$ cat src/rtl/data_buffer_core.sv
// data_buffer_core: linear single-packet byte buffer.
// Bytes land at the externally supplied store_ptr. The buffer owns the
// get pointer and the occupancy count. Reads are registered and show up
// one cycle after the strobe. Pointers never wrap; clr rewinds the
// buffer for the next packet.
module data_buffer_core #(
    parameter int DEPTH  = 64,
    parameter int DATA_W = 8,
    parameter int PTR_W  = 7
) (
    input  logic              clk,
    input  logic              n_rst,
    input  logic              clr,
    input  logic [PTR_W-1:0]  store_ptr,
    input  logic              store_tx_data,
    input  logic [DATA_W-1:0] tx_data,
    input  logic              store_rx_packet_data,
    input  logic [DATA_W-1:0] rx_packet_data,
    input  logic              get_rx_data,
    input  logic              get_tx_packet_data,
    output logic [DATA_W-1:0] rx_data,
    output logic [DATA_W-1:0] tx_packet_data,
    output logic [PTR_W-1:0]  get_ptr,
    output logic [PTR_W-1:0]  buffer_occupancy,
    output logic              read_err
);

    localparam logic [PTR_W-1:0] DEPTH_P = PTR_W'(DEPTH);
    localparam logic [PTR_W-1:0] ONE_P   = PTR_W'(1);
    localparam logic [PTR_W-1:0] ZERO_P  = '0;

    // Storage is never reset; contents are only meaningful once written.
    logic [DATA_W-1:0] mem_q [DEPTH];

    logic [PTR_W-1:0]  get_ptr_q, get_ptr_d;
    logic [PTR_W-1:0]  occ_q, occ_d;
    logic [DATA_W-1:0] rx_data_q, rx_data_d;
    logic [DATA_W-1:0] tx_pkt_q, tx_pkt_d;
    logic              read_err_q, read_err_d;

    logic              store_req, store_acc;
    logic              get_req, get_acc, get_empty;
    logic [DATA_W-1:0] wr_byte;
    logic [DATA_W-1:0] rd_byte;
    logic [PTR_W-2:0]  wr_idx, rd_idx;

    // Request qualification. Host data wins when both writers strobe,
    // matching the store pointer controller which advances only once.
    // A store at store_ptr==DEPTH is dropped without any indication.
    always_comb begin
        store_req = store_tx_data | store_rx_packet_data;
        store_acc = store_req & ~clr & (store_ptr < DEPTH_P);
        wr_byte   = store_tx_data ? tx_data : rx_packet_data;
        wr_idx    = store_ptr[PTR_W-2:0];
        get_req   = get_rx_data | get_tx_packet_data;
        get_empty = (occ_q == ZERO_P);
        get_acc   = get_req & ~clr & ~get_empty;
        rd_idx    = get_ptr_q[PTR_W-2:0];
        rd_byte   = mem_q[rd_idx];
    end

    // Next-state for pointer, occupancy, read data and error pulse.
    always_comb begin
        get_ptr_d  = get_ptr_q;
        occ_d      = occ_q;
        rx_data_d  = rx_data_q;
        tx_pkt_d   = tx_pkt_q;
        read_err_d = 1'b0;
        if (clr) begin
            // Flush: strobes ignored, read data registers keep their value.
            get_ptr_d = ZERO_P;
            occ_d     = ZERO_P;
        end else begin
            read_err_d = get_req & get_empty;
            if (get_acc) begin
                // USB TX wins when both readers strobe; rx_data holds then.
                if (get_tx_packet_data) tx_pkt_d  = rd_byte;
                else                    rx_data_d = rd_byte;
                if (get_ptr_q != DEPTH_P) get_ptr_d = get_ptr_q + ONE_P;
            end
            unique case ({store_acc, get_acc})
                2'b10:   if (occ_q != DEPTH_P) occ_d = occ_q + ONE_P;
                2'b01:   occ_d = occ_q - ONE_P;
                default: occ_d = occ_q;
            endcase
        end
    end

    // Memory write port; a same-cycle read sees the pre-edge contents.
    always_ff @(posedge clk) begin
        if (store_acc) mem_q[wr_idx] <= wr_byte;
    end

    // Control and output registers with asynchronous active-low reset.
    always_ff @(posedge clk or negedge n_rst) begin
        if (!n_rst) begin
            get_ptr_q  <= '0;
            occ_q      <= '0;
            rx_data_q  <= '0;
            tx_pkt_q   <= '0;
            read_err_q <= 1'b0;
        end else begin
            get_ptr_q  <= get_ptr_d;
            occ_q      <= occ_d;
            rx_data_q  <= rx_data_d;
            tx_pkt_q   <= tx_pkt_d;
            read_err_q <= read_err_d;
        end
    end

    assign get_ptr          = get_ptr_q;
    assign buffer_occupancy = occ_q;
    assign rx_data          = rx_data_q;
    assign tx_packet_data   = tx_pkt_q;
    assign read_err         = read_err_q;

endmodule

$ cat config.mk
export PLATFORM = sky130hd
export DESIGN_NAME = data_buffer_core
export DESIGN_NICKNAME = d
export VERILOG_FILES = /design/src/rtl/data_buffer_core.sv
export SDC_FILE = /design/constraint.sdc
export NUM_CORES = 1
export LEC_CHECK = 0
export CORE_ASPECT_RATIO = 1.25
export CORE_UTILIZATION = 65
export DETAILED_ROUTE_END_ITERATION = 16
export PLACE_DENSITY_LB_ADDON = 0.2
export SYNTH_ARGS = -nofsm -noshare
export SYNTH_HDL_FRONTEND = slang
export SYNTH_SLANG_ARGS = --single-unit
$ cat constraint.sdc
create_clock -name clk -period 7.5 [get_ports clk]
set_input_delay 1.5 -clock clk [delete_from_list [all_inputs] [get_ports clk]]
set_output_delay 1.5 -clock clk [all_outputs]
set_load 0.005 [all_outputs]
==> impl_metrics.env <==
export IMPL_status="finished clean"
export IMPL_yosys_area_top_type_share_pct=71.4
export IMPL_cp_max_fo=24
export IMPL_tightest_slew_ns=1.21
export IMPL_final_area_um2=24100
export IMPL_synth_net_count=1167
export IMPL_fin_setup_tns_ns=0
export IMPL_pwr_share_seq_pct=49.1
export IMPL_die_w_um=165
export IMPL_relSlewSlack_pct=17.6
export IMPL_syn_inst=1133
export IMPL_core_um2=32700
export IMPL_cts_root_buf="clkbuf_16"
export IMPL_hpwlAfterDp_um=29700
export IMPL_synthTopCellsByArea="edfxtp_1 (71%), mux4_2 (9.9%), dfrtp_1 (3.6%), mux2i_1 (2.7%), nor2_1 (1.8%)"
export IMPL_hold_buffers=0
export IMPL_cp_top_family="simple AND/OR/NAND/NOR gates"
export IMPL_grt_use_total_pct=31.1
export IMPL_critPathKind="primary input to flop"
export IMPL_max_stage_delay_ns=0.85
export IMPL_antenna_found_initial=0
export IMPL_gp_congestion=0.903
export IMPL_yosys_top_cells_count="edfxtp_1 (512), nor2_1 (103), mux4_2 (95)"
export IMPL_portBuffers=60
export IMPL_p_leak_nw=7.44
export IMPL_cts_setup_buffers=0
export IMPL_routed_via_density=6.93
export IMPL_drive_gt1_share_pct=18.6
export IMPL_grt_max_degree=65
export IMPL_p_switching_mw=1.81
export IMPL_max_freq_mhz=233
export IMPL_cp_cell_sequence="clkdlybuf4s50_1 > nor3b_1 > nand3_1 > nor2_1"
export IMPL_die_area_um2=33900
export IMPL_power_density_nw_per_um2=299
export IMPL_fp_dieH_um=206
export IMPL_cp_slowest_cell="clkdlybuf4s50_1"
export IMPL_cap_violations=0
export IMPL_cts_htree_levels=2
export IMPL_power_frac_clock_pct=33.8
export IMPL_cp_start_kind="primary input"
export IMPL_nets=1237
export IMPL_syn_area_per_cell_um2=19.0
export IMPL_required_ns=7.70
export IMPL_wl_um=50400
export IMPL_synth_most_common_cell="edfxtp_1"
export IMPL_irDropWorstVdd_uv=255
export IMPL_areaGrowthSynthToFinish_pct=11.7
export IMPL_cts_sinks=543
export IMPL_synthFlopType="edfxtp_1"
export IMPL_comb_power_share_pct=17.2
export IMPL_post_route_min_period_ns=4.29
export IMPL_start_util_pct=65.9
export IMPL_num_vias=11500
export IMPL_placedInstanceArea_um2=22500
export IMPL_drt_iter0_markers=1435
export IMPL_slew_viol_final=0
export IMPL_path_buf_inv=1
export IMPL_antenna_left=0
export IMPL_synth_distinct_cells=62
export IMPL_fillers=1786
export IMPL_cts_resized=0
export IMPL_grt_pass1_wl_um=73700
export IMPL_end_kind="flop"
export IMPL_wl_per_cell_um=30.3
export IMPL_clk_pin_slew_ns=0.06
export IMPL_drc_errors=0
export IMPL_grt_ovfl_total=0
export IMPL_numCtsBuffers=48
export IMPL_yosys_area_top_type="edfxtp_1"
export IMPL_clk_latency_ns=0.57
export IMPL_async_reset_ff_share_pct=5.71
export IMPL_rsz0062_at_grt="no"
export IMPL_finClkSkew_ns=0.0198
export IMPL_synth_edf_count=512
export IMPL_post_route_period_util_pct=57.1
export IMPL_row_count=74
export IMPL_switching_share_pct=25.1
export IMPL_synth_seq_cells=543
export IMPL_grt_pass1_vias=11300
export IMPL_post_route_util_pct=73.6
export IMPL_arrival_ns=4.48
export IMPL_cts_buffer_depth=3
export IMPL_dr_pass1_iters=5
export IMPL_finalHoldViolations=0
export IMPL_min_path_type="flop to flop"
export IMPL_syn_cell_area_um2=21500
export IMPL_ys_seq_area_share_pct=75.0
export IMPL_cts_tree="yes"
export IMPL_ioPinCount=61
export IMPL_intPower_mw=5.38
export IMPL_yosysWarnings=0
export IMPL_setup_viol=0
[flip-flops by register name, summed over array words and instances, names as in the netlist]
name and count:
mem_q 512, rx_data 8, tx_packet_data 8, buffer_occupancy 7, get_ptr 7, read_err 1
[power groups by stage]
stage          registers (mW)  clock network [mW]  logic [mW]
6_report                 3.53                2.43        1.23
5_1_grt                  3.54                2.54        1.31
4_1_cts                  3.53                2.44        1.23
3_5_place_dp             3.59                   0        1.22
3_3_place_gp             3.59                   0        1.21
2_1_floorplan            3.51                   0       0.895
[final timing paths]
path	start	endpoint	slack (ns)	depth (start not counted)
max in group asynchronous	n_rst	get_ptr[0]	5.85	2
max reg2reg	get_ptr[0]	tx_packet_data[7]	3.35	6
min reg2reg	rx_data[7]	rx_data[7]	0.53	1
min in group asynchronous	n_rst	read_err	1.33	2
min	rx_data[7]	rx_data[7]	0.53	1
max	clr	mem_q[7][1]	3.21	4
[logic make-up after synthesis]
| group | after synthesis | synth area share [%] |
|---|---|---|
| AO/OA/AOI/OAI | 135 | 4.54 |
| XOR/XNOR | 9 | 0.366 |
| adder cells (fa/ha/maj) | 4 | 0.232 |
| buffers and inverters | 65 | 1.64 |
| flip-flops | 543 | 75.0 |
| multiplexers | 180 | 14.1 |
| AND/OR/NAND/NOR | 197 | 4.22 |
[layout make-up]
cell class	count	area, um2	area share, %
Sequential cell	543	16200	67.2
Multi-Input combinational cell	525	5050	21.0
Clock buffer	55	1250	5.19
Timing Repair Buffer	80	763	3.17
Tap cell	418	523	2.17
Clock inverter	33	293	1.22
Inverter	5	18.8	0.0780
Antenna cell	1	2.50	0.0104
[placed cells by master, fill, tap and decap left out, drive strengths merged, types with 4 or more instances in the layout]
cell type      count
a211oi             4
mux4              95
and3               7
dfrtp             31
ha                 4
or3                4
nand4              5
nor2b              8
a21oi             38
a22oi             18
a31oi              4
xnor2              6
o221ai            21
clkinv            21
nand3b             5
nand2             32
mux2              27
o22ai             10
nor3               6
nor2             103
clkdlybuf4s50     60
bufinv             5
nand3             13
mux2i             58
clkbuf            55
inv                7
a221oi            11
a22o               6
a2111oi            5
buf               20
clkinvlp           5
edfxtp           512
[stage by stage]
step | hold WS [ns] | setup WS (ns) | cells | total power, mW
floorplan | 0.505 | 3.83 | 1133 | 4.41
global placement | 0.499 | 2.78 | 1571 | 4.79
detailed placement | 0.507 | 2.72 | 1571 | 4.81
CTS | 0.521 | 3.31 | 1659 | 7.20
global route | 0.535 | 3.01 | 1659 | 7.39
finish | 0.529 | 3.21 | 1660 | 7.19
[layer usage]
layer | part of all wire, % | vias to the layer above | routed length, um | GRT usage [%]
met3 | 9.8 | 151 | 4950 | 5.28
met2 | 48 | 785 | 24100 | 48.1
met5 | 0 | - | 0 | 0
met1 | 37 | 5810 | 18800 | 43.3
met4 | 5.0 | 0 | 2540 | 15.5
li1 | - | 4753 | - | -
(Power assumes the default switching activity.)
